$ cat src/rtl/maxnet_controller.sv
// -----------------------------------------------------------------------------
// maxnet_controller
//
// Sequencer for a fixed-weight competitive (MAXNET) network datapath. It walks
// the shared input/weight memory and the single MAC unit through every
// neuron's weighted sum, one iteration at a time. It stops when at most one
// neuron is still positive, or when MAX_ITER iterations have completed. It
// drives addresses and strobes only and never sees data words.
//
// Parameters:
//   N        number of neurons/inputs (power of two, >= 2)
//   MAX_ITER iteration limit (>= 1, < 2**IW)
//   IW       iteration counter width
//   AW, XW   derived address widths (log2(N*N), log2(N)); leave at default
//
// Ports:
//   clk, rst_n  clock (rising edge), asynchronous active-low reset
//   start       begin a run (only looked at in IDLE)
//   pos_flag    accumulator result > 0 (sampled at the WRITE edge)
//   busy        high from the first LOAD cycle through the DONE cycle
//   done        one-cycle pulse in DONE
//   converged   1 = at most one positive neuron, 0 = limit hit; held to next start
//   load_en     copy input word x_addr into feedback register x_addr
//   acc_clr     clear accumulator
//   acc_en      accumulate W[w_addr] * Xfb[x_addr]
//   out_we      write clamped accumulator to next-state register out_addr
//   commit      copy next-state registers into feedback registers
//   w_addr      weight index, row*N + col
//   x_addr      input/feedback index
//   out_addr    neuron being written
//   iter        completed iterations
// -----------------------------------------------------------------------------
module maxnet_controller #(
   parameter int N        = 4,
   parameter int MAX_ITER = 15,
   parameter int IW       = 8,
   parameter int AW       = $clog2(N * N),
   parameter int XW       = $clog2(N)
) (
   input  logic          clk,
   input  logic          rst_n,
   input  logic          start,
   input  logic          pos_flag,
   output logic          busy,
   output logic          done,
   output logic          converged,
   output logic          load_en,
   output logic          acc_clr,
   output logic          acc_en,
   output logic          out_we,
   output logic          commit,
   output logic [AW-1:0] w_addr,
   output logic [XW-1:0] x_addr,
   output logic [XW-1:0] out_addr,
   output logic [IW-1:0] iter
);

   typedef enum logic [2:0] {
      S_IDLE,
      S_LOAD,
      S_CLEAR,
      S_MAC,
      S_WRITE,
      S_CHECK,
      S_COMMIT,
      S_DONE
   } state_t;

   localparam logic [XW-1:0] LAST_IDX   = XW'(N - 1);
   localparam logic [IW-1:0] ITER_LIMIT = IW'(MAX_ITER);
   localparam logic [1:0]    PC_SAT     = 2'd2;

   state_t        state_q, state_d;
   logic [XW-1:0] i_q, i_d;          // column / input index
   logic [XW-1:0] j_q, j_d;          // neuron (row) index
   logic [1:0]    pc_q, pc_d;        // positive count, saturating at 2
   logic [IW-1:0] iter_q, iter_d;
   logic          converged_q, converged_d;

   // Every output is a flop; its _d value is decoded from the next state.
   logic          busy_q, busy_d;
   logic          done_q, done_d;
   logic          load_en_q, load_en_d;
   logic          acc_clr_q, acc_clr_d;
   logic          acc_en_q, acc_en_d;
   logic          out_we_q, out_we_d;
   logic          commit_q, commit_d;
   logic [AW-1:0] w_addr_q, w_addr_d;
   logic [XW-1:0] x_addr_q, x_addr_d;
   logic [XW-1:0] out_addr_q, out_addr_d;

   // Next-state and counter logic.
   always_comb begin
      // NOTE: every variable gets a default before the case so that no path
      // leaves it unassigned; an unassigned path would infer a latch.
      state_d     = state_q;
      i_d         = i_q;
      j_d         = j_q;
      pc_d        = pc_q;
      iter_d      = iter_q;
      converged_d = converged_q;

      case (state_q)
         S_IDLE: begin
            if (start) begin
               state_d     = S_LOAD;
               i_d         = '0;
               j_d         = '0;
               pc_d        = '0;
               iter_d      = '0;
               converged_d = 1'b0;
            end
         end

         S_LOAD: begin
            if (i_q == LAST_IDX) begin
               state_d = S_CLEAR;
               i_d     = '0;
            end else begin
               i_d = i_q + 1'b1;
            end
         end

         S_CLEAR: begin
            state_d = S_MAC;
            i_d     = '0;
         end

         S_MAC: begin
            if (i_q == LAST_IDX) begin
               state_d = S_WRITE;
               i_d     = '0;
            end else begin
               i_d = i_q + 1'b1;
            end
         end

         S_WRITE: begin
            // Only "at most one" versus "more than one" matters, so stop at 2.
            if (pos_flag && (pc_q != PC_SAT)) begin
               pc_d = pc_q + 2'd1;
            end
            if (j_q != LAST_IDX) begin
               j_d     = j_q + 1'b1;
               state_d = S_CLEAR;
            end else begin
               state_d = S_CHECK;
            end
         end

         S_CHECK: begin
            // pc_q already includes the last neuron's WRITE.
            iter_d = iter_q + 1'b1;
            if (pc_q <= 2'd1) begin
               converged_d = 1'b1;
               state_d     = S_DONE;
            end else if (iter_d == ITER_LIMIT) begin
               converged_d = 1'b0;
               state_d     = S_DONE;
            end else begin
               state_d = S_COMMIT;
            end
         end

         S_COMMIT: begin
            j_d     = '0;
            pc_d    = '0;
            state_d = S_CLEAR;
         end

         S_DONE: begin
            state_d = S_IDLE;
         end

         default: begin
            state_d = S_IDLE;
         end
      endcase
   end

   // Output decode from the upcoming state, so the strobes are registered and
   // line up with the state they belong to. Unused addresses are driven to 0.
   always_comb begin
      busy_d     = (state_d != S_IDLE);
      done_d     = (state_d == S_DONE);
      load_en_d  = (state_d == S_LOAD);
      acc_clr_d  = (state_d == S_CLEAR);
      acc_en_d   = (state_d == S_MAC);
      out_we_d   = (state_d == S_WRITE);
      commit_d   = (state_d == S_COMMIT);
      x_addr_d   = ((state_d == S_LOAD) || (state_d == S_MAC)) ? i_d : '0;
      // N is a power of two, so row*N + col is a plain concatenation.
      w_addr_d   = (state_d == S_MAC) ? {j_d, i_d} : '0;
      out_addr_d = (state_d == S_WRITE) ? j_d : '0;
   end

   // NOTE: sequential state uses non-blocking assignments so that every flop
   // samples the pre-edge values, independent of statement order.
   always_ff @(posedge clk or negedge rst_n) begin
      if (!rst_n) begin
         state_q     <= S_IDLE;
         i_q         <= '0;
         j_q         <= '0;
         pc_q        <= '0;
         iter_q      <= '0;
         converged_q <= 1'b0;
         busy_q      <= 1'b0;
         done_q      <= 1'b0;
         load_en_q   <= 1'b0;
         acc_clr_q   <= 1'b0;
         acc_en_q    <= 1'b0;
         out_we_q    <= 1'b0;
         commit_q    <= 1'b0;
         w_addr_q    <= '0;
         x_addr_q    <= '0;
         out_addr_q  <= '0;
      end else begin
         state_q     <= state_d;
         i_q         <= i_d;
         j_q         <= j_d;
         pc_q        <= pc_d;
         iter_q      <= iter_d;
         converged_q <= converged_d;
         busy_q      <= busy_d;
         done_q      <= done_d;
         load_en_q   <= load_en_d;
         acc_clr_q   <= acc_clr_d;
         acc_en_q    <= acc_en_d;
         out_we_q    <= out_we_d;
         commit_q    <= commit_d;
         w_addr_q    <= w_addr_d;
         x_addr_q    <= x_addr_d;
         out_addr_q  <= out_addr_d;
      end
   end

   assign busy      = busy_q;
   assign done      = done_q;
   assign converged = converged_q;
   assign load_en   = load_en_q;
   assign acc_clr   = acc_clr_q;
   assign acc_en    = acc_en_q;
   assign out_we    = out_we_q;
   assign commit    = commit_q;
   assign w_addr    = w_addr_q;
   assign x_addr    = x_addr_q;
   assign out_addr  = out_addr_q;
   assign iter      = iter_q;

endmodule
$ cat config.mk
export PLATFORM = sky130hd
export DESIGN_NAME = maxnet_controller
export DESIGN_NICKNAME = d
export VERILOG_FILES = /design/src/rtl/maxnet_controller.sv
export SDC_FILE = /design/constraint.sdc
export NUM_CORES = 1
export LEC_CHECK = 0
export ABC_AREA = 1
export CAP_MARGIN = 30
export CORE_MARGIN = 10
export CORE_UTILIZATION = 33
export DETAILED_ROUTE_END_ITERATION = 7
export GPL_TIMING_DRIVEN = 0
export PLACE_DENSITY = 0.52
export SLEW_MARGIN = 30
export SYNTH_ARGS = -nofsm -noshare
export SYNTH_HDL_FRONTEND = slang
export SYNTH_SLANG_ARGS = --single-unit
$ cat constraint.sdc
create_clock -name clk -period 1.8 [get_ports clk]
set_input_delay 0.36 -clock clk [delete_from_list [all_inputs] [get_ports clk]]
set_output_delay 0.36 -clock clk [all_outputs]
set_load 0.005 [all_outputs]
Word-level counts from Yosys, hierarchy flattened
Index checks and enable logic that the tools add are counted.
Storage, ports and cells
  memory bits (read-only): 0
  latch bits: 0
  memories kept: 0
  output and inout bits: 24
  logic and storage cells: 76
  memory bits (writable): 0
  flip-flop bits (word level): 33
Operators by class
  multiplexer cells: 25
  bitwise gates (word level): 0
  reductions and logical operators: 10
  multipliers: 0
  equal/unequal tests: 20
  div/mod/pow operators: 0
  $lt $le $gt $ge: 1
  shifts and indexed selects: 0
  add/subtract/negate cells: 4
Operators with widths (count)
  one-hot mux 3 bit (8 select lines): 1
  equality test 3 bit, second input constant: 7
  one-hot mux 2 bit (3 select lines): 3
  two-way mux 2 bit: 8
  one-hot mux 8 bit (2 select lines): 1
  equality test 3 x 2 -> 1 bit, second input constant: 4
  two-way mux 3 bit: 4
  adder 8 x 1 -> 8 bit, second input constant: 1
  equality test 8 x 4 -> 1 bit, second input constant: 1
  two-way mux 8 bit: 1
  inequality test 2 bit, second input constant: 4
  adder 2 x 1 -> 2 bit, second input constant: 3
  equality test 3 x 1 -> 1 bit, second input constant: 2
  AND reduction 3 bit: 2
  nonzero test 3 bit: 2
  two-way mux 1 bit: 5
  two-way mux 4 bit: 1
  logical NOT 3 bit: 1
  inequality test 3 bit, second input constant: 1
  equality test 2 bit, second input constant: 1
  <= comparator 2 x 1 -> 1 bit, second input constant: 1
  one-hot mux 1 bit (2 select lines): 1
  AND reduction 2 bit: 1
  nonzero test 2 bit: 1
  other kinds (3): 3

Longest topological paths before layout
Gate-level depths: netlist (run 1).
  depth after elaboration: 8
  mapped depth: 13
  gate-level depth less buffers: 13

Worst setup path before layout (run 1)
Ideal clock, no wire load.
  kind: register to register
  start point: register iter_q[1] (netlist: iter[1])
  end point: register busy_q (netlist: busy)
  setup time: 0.130 ns
  setup slack: 0.379 ns
  path buffers: 0
  arrival: 1.291 ns
  stages on the path, launching flop included: 12
  cell sequence: dfrtp_1 -> ha_1 -> nand2_1 -> clkinv_1 -> nand2_1 -> nand2_1 -> nand2_1 -> nor2_1 -> nand3_2 -> nand3_2 -> nand2_1 -> nand3b_1
Between the ends
  longest elaborated chain between the ends: 6
RTL lines
  start: declaration: RTL line 77  | logic [IW-1:0] iter_q, iter_d;
  start signal: assignment: RTL line 222  | iter_q <= iter_d;
  adder 8 x 1 -> 8 bit: RTL line 153  | iter_d = iter_q + 1'b1;
  equality test 8 x 4 -> 1 bit: RTL line 157  | end else if (iter_d == ITER_LIMIT) begin
  two-way mux 1 bit: RTL line 157
  two-way mux 1 bit: RTL line 154  | if (pc_q <= 2'd1) begin
  one-hot mux 3 bit (8 select lines): RTL line 103  | case (state_q)
  nonzero test 3 bit: RTL line 184  | busy_d = (state_d != S_IDLE);
  named net busy_d: RTL line 81  | logic busy_q, busy_d;
  end signal: assignment: RTL line 224  | busy_q <= busy_d;
  end: declaration: RTL line 81
The timed path passes the listed nets, and every way through them passes these cells.
A chain may end at the register's enable or synchronous reset.

Worst setup path in the final report (run 1)
  start point: register iter_q[1] (netlist: iter[1])
  end point: register x_addr_q[1] (netlist: x_addr[1])
Between the ends
  longest elaborated chain between the ends: 8
  elaborated cells on any way between the ends: 9
  those cells by class: 1 x add/sub; 3 x eq/ne; 4 x mux; 1 x reduce/logical
RTL lines
  adder 8 x 1 -> 8 bit (*): RTL line 153
  equality test 8 x 4 -> 1 bit (*): RTL line 157
  two-way mux 1 bit (*): RTL line 157
  two-way mux 1 bit (*): RTL line 154
  one-hot mux 3 bit (8 select lines) (*): RTL line 103
  equality test 3 x 1 -> 1 bit / equality test 3 x 2 -> 1 bit (equally long branches): RTL line 191  | x_addr_d = ((state_d == S_LOAD) || (state_d == S_MAC)) ? i_d : '0;
  logical OR 1 bit (*): RTL line 191
  two-way mux 2 bit (*): RTL line 191
  named net x_addr_d[1]: RTL line 89  | logic [XW-1:0] x_addr_q, x_addr_d;
  end signal: assignment: RTL line 232  | x_addr_q <= x_addr_d;
  end: declaration: RTL line 89
The timed path passes the listed nets; every way through them passes the cells marked *.

==> summary.txt, run 1 <==
cell types occupying the most area after synthesis: sky130_fd_sc_hd__dfrtp_1, sky130_fd_sc_hd__nand2_1, sky130_fd_sc_hd__inv_1
count of nets after finishing: 222
required time at the endpoint of the critical path: 2.01 ns
Antenna Cells: 0
clock period minus worst slack: 1.619 ns
all-layer global routing usage: 9.443%
unrepaired setup endpoints after global routing: false
Layout fillers: 452
worst hold path type: in2async
maximum number of pins on one net before global-route repair: 19
Antenna Violating Nets Remaining: 0
total number of vias: 1,211
CTS Hold Buffers Added: 0
total of flip-flops plus latches after synthesis: 33
commonest non-fill, non-tap cell in the layout: sky130_fd_sc_hd__nand2_1
HPWL after detailed placement: 2584 um
Root Buffer: sky130_fd_sc_hd__clkbuf_8
kind of start point of the critical path: register
clk sink count: 33
buffers from clock root to sink, at most: 2
number of buffers created by CTS: 5
max-slew headroom at the worst pin: 73.19%
Sequential cell area: 827.0 um^2
CP endpoint kind: register
result of the run: finished with violations
starting density of the core: 34.82%
mapped cell area: 1558 um^2
adder and majority gate portion of the synthesized area: 4.016%
cell count after synthesis: 178
maxcap violations: 0
maximum fanout count along the critical path: 6
proportion of synthesized area in mux cells: 0%
horizontal extent of the die: 88.71 um
# placed instances: 258
layout cells sized above 1: 17.29%
Hold Slack: -0.005400 ns
first-iteration detailed-routing DRC count: 56
die height: 88.71 um
layout overhead on the synthesized area: 28.35%
IO Pins: 28
failing checks: negative hold slack
Finish-stage setup viols: 0
power per standard cell area: 1451 nW/um^2
IO buf count: 27
Post-Synth XOR/XNOR Area: 0.5622%
highest clock frequency the design can meet: 617.6 MHz
routability-driven placement congestion ratio: 0.8141
biggest area consumer among synthesized cells: sky130_fd_sc_hd__dfrtp_1
worst setup skew after layout: 0.003680 ns
row count: 24
first-pass GRT wire length: 5754 um
share of the synthesized area in compound gates (AO/OA/AOI/OAI): 8.353%
Lkg Pwr: 0.9724 nW
proportion of synthesized chip area in sequential cells: 53.01%
Tightest Pin Transition: 0.4022 ns
area fraction of the dominant cell type after synthesis: 53.01%
TritonRoute pass-1 iters: 4
multi-input gate area in the final layout: 595.6 um^2
CTS tree: yes
basic-gate share of the synthesized area counting and, or, nand and nor cells: 25.30%
number of global-route vias before repair: 1,266
PnR Total Power: 2.901 mW
count of warnings emitted by yosys: 0
mean number of vias per cell: 4.553
commonest cells after routing, fill and taps aside: sky130_fd_sc_hd__nand2_1, sky130_fd_sc_hd__dfrtp_1, sky130_fd_sc_hd__clkdlybuf4s50_1
area enclosed by the die boundary: 7869 um^2
post-route insts no fill: 266
Hold Vio Cnt, Final: 8
Post-Syn Area per Cell: 8.751 um^2
part of the cycle the worst path needs: 89.95%
clock-pin slew on the worst setup and hold paths: 0.07 ns
aggregate global routing overflow: 0
DRC violations left: 0
Worst Path Arrival: 1.83 ns
drt wl/cell: 12.30 um
insertion delay to the later sink of the worst-skew pair: 0.29 ns
maximum resistive drop on vdd: 0.0006457 V
count of unique library cells instantiated by Yosys: 28
number of antenna violations at the first check in global routing: 0
main combinational cell family by area after synthesis: simple AND/OR/NAND/NOR gates
final worst-path setup slack: 0.1809 ns
net count of the mapped netlist: 187
Final Routed Wirelength: 3271 um
max-slew violation count: 0
H-Tree Depth: 2
total core area: 4474 um^2
Setup Slack @ Placement: 0.1969 ns
WS Path Type: reg2reg
[registers in the layout (all words and copies together) (netlist names)]
register and flops:
iter 8, commit 1, acc_en 1, i_q 2, pc_q 2, out_we 1
converged 1, x_addr 2, out_addr 2, j_q 2, busy 1, done 1
acc_clr 1, w_addr 4, state_q 3, load_en 1
[worst max-delay path: stages, from the launching register on]
cell	delay (ns)
sky130_fd_sc_hd__dfrtp_2	0.44
sky130_fd_sc_hd__ha_1	0.23
sky130_fd_sc_hd__nand2_1	0.12
sky130_fd_sc_hd__nand2_1	0.08
sky130_fd_sc_hd__nor2_1	0.09
sky130_fd_sc_hd__nand2_1	0.05
sky130_fd_sc_hd__nor2_1	0.12
sky130_fd_sc_hd__nand3_2	0.12
sky130_fd_sc_hd__nand3_2	0.10
sky130_fd_sc_hd__nand3_2	0.07
sky130_fd_sc_hd__nor2_1	0.12
[area by class of cell]
type / count / share of cell area [%]
Inverter: 35 / 6.571
Timing Repair Buffer: 28 / 14.64
Clock buffer: 6 / 3.630
Multi-Input combinational cell: 109 / 29.79
Tap cell: 52 / 3.254
Sequential cell: 33 / 41.36
Clock inverter: 2 / 0.5006
Buffer: 1 / 0.2503
[kinds of logic after synthesis]
kind of cell	after synthesis
simple gates	82
xor+xnor	1
fa+ha+maj	5
compound gates	21
flops	33
buf+inv	36
[cell usage after synthesis]
cell type and n:
sky130_fd_sc_hd__nand2_1 41, sky130_fd_sc_hd__dfrtp_1 33, sky130_fd_sc_hd__inv_1 21, sky130_fd_sc_hd__nor2_1 17, sky130_fd_sc_hd__inv_2 12, sky130_fd_sc_hd__nand3_1 7
sky130_fd_sc_hd__o21ai_0 6, sky130_fd_sc_hd__ha_1 5, sky130_fd_sc_hd__o21ai_1 5, sky130_fd_sc_hd__nand3_2 4, sky130_fd_sc_hd__nand2_2 3, sky130_fd_sc_hd__nand4_1 3
sky130_fd_sc_hd__o22ai_1 3, sky130_fd_sc_hd__clkinv_1 2, sky130_fd_sc_hd__nor2_2 2, sky130_fd_sc_hd__o21bai_1 2, sky130_fd_sc_hd__a21o_1 1, sky130_fd_sc_hd__a21oi_1 1
sky130_fd_sc_hd__buf_2 1, sky130_fd_sc_hd__nand3b_1 1, sky130_fd_sc_hd__nor2_4 1, sky130_fd_sc_hd__nor3_2 1, sky130_fd_sc_hd__nor3_4 1, sky130_fd_sc_hd__nor4_1 1
sky130_fd_sc_hd__o211ai_2 1, sky130_fd_sc_hd__o21a_1 1, sky130_fd_sc_hd__o21ai_2 1, sky130_fd_sc_hd__xor2_1 1
[path summary, 6_finish.rpt]
path | startpoint | end | slack [ns] | cells past startpoint
min | rst_n | iter[4] | -0.005 | 1
max | iter[1] | x_addr[1] | 0.18 | 10
max in group asynchronous | rst_n | iter[1] | 1.38 | 2
min reg2reg | i_q[0] | x_addr[0] | 0.48 | 1
min in group clk | i_q[0] | x_addr[0] | 0.48 | 1
max reg2reg | iter[1] | x_addr[1] | 0.18 | 10
[timing repair]
| action | in CTS | in global routing |
|---|---|---|
| gates resized for setup | 0 | 1 |
| buffers inserted | 0 | 0 |
| endpoints found under the setup margin | 0 | 1 |
[per-stage QoR]
step	area (um^2)	util [%]	TNS, ns
detailed placement	1916	42.81	0
finish	1999	44.69	0
floorplan	1558	-	0
global placement	1893	42.31	-9.957
CTS	1998	44.66	0
global route	1999	44.69	0
[report_power, final]
group          internal [mW]  switching, mW  total, mW
Combinational          0.570          0.678       1.25
Sequential             0.972          0.148       1.12
Clock                  0.268          0.265      0.533
Total                   1.81           1.09       2.90
[layer usage]
layer  track usage (%)  up-vias  share of wire (%)  wire [um]
met4             4.846        0                2.0         65
li1                  -      625                  -          -
met1             10.99      546                 46       1507
met5                 0        -                  0          0
met2             13.96       33                 44       1425
met3             4.779        7                8.3        272
Power figures use the tool's default switching activity.
==> run 2, diff against run 1 <==
--- a/config.mk
+++ b/config.mk
@@ -6,7 +6,7 @@
 export NUM_CORES = 1
 export LEC_CHECK = 0
 export ABC_AREA = 1
-export CAP_MARGIN = 30
+export CAP_MARGIN = 0
 export CORE_MARGIN = 10
 export CORE_UTILIZATION = 33
 export DETAILED_ROUTE_END_ITERATION = 7
==> results of run 2 <==
Same layout as run 1: the final DEF is identical, and so are final timing and power.
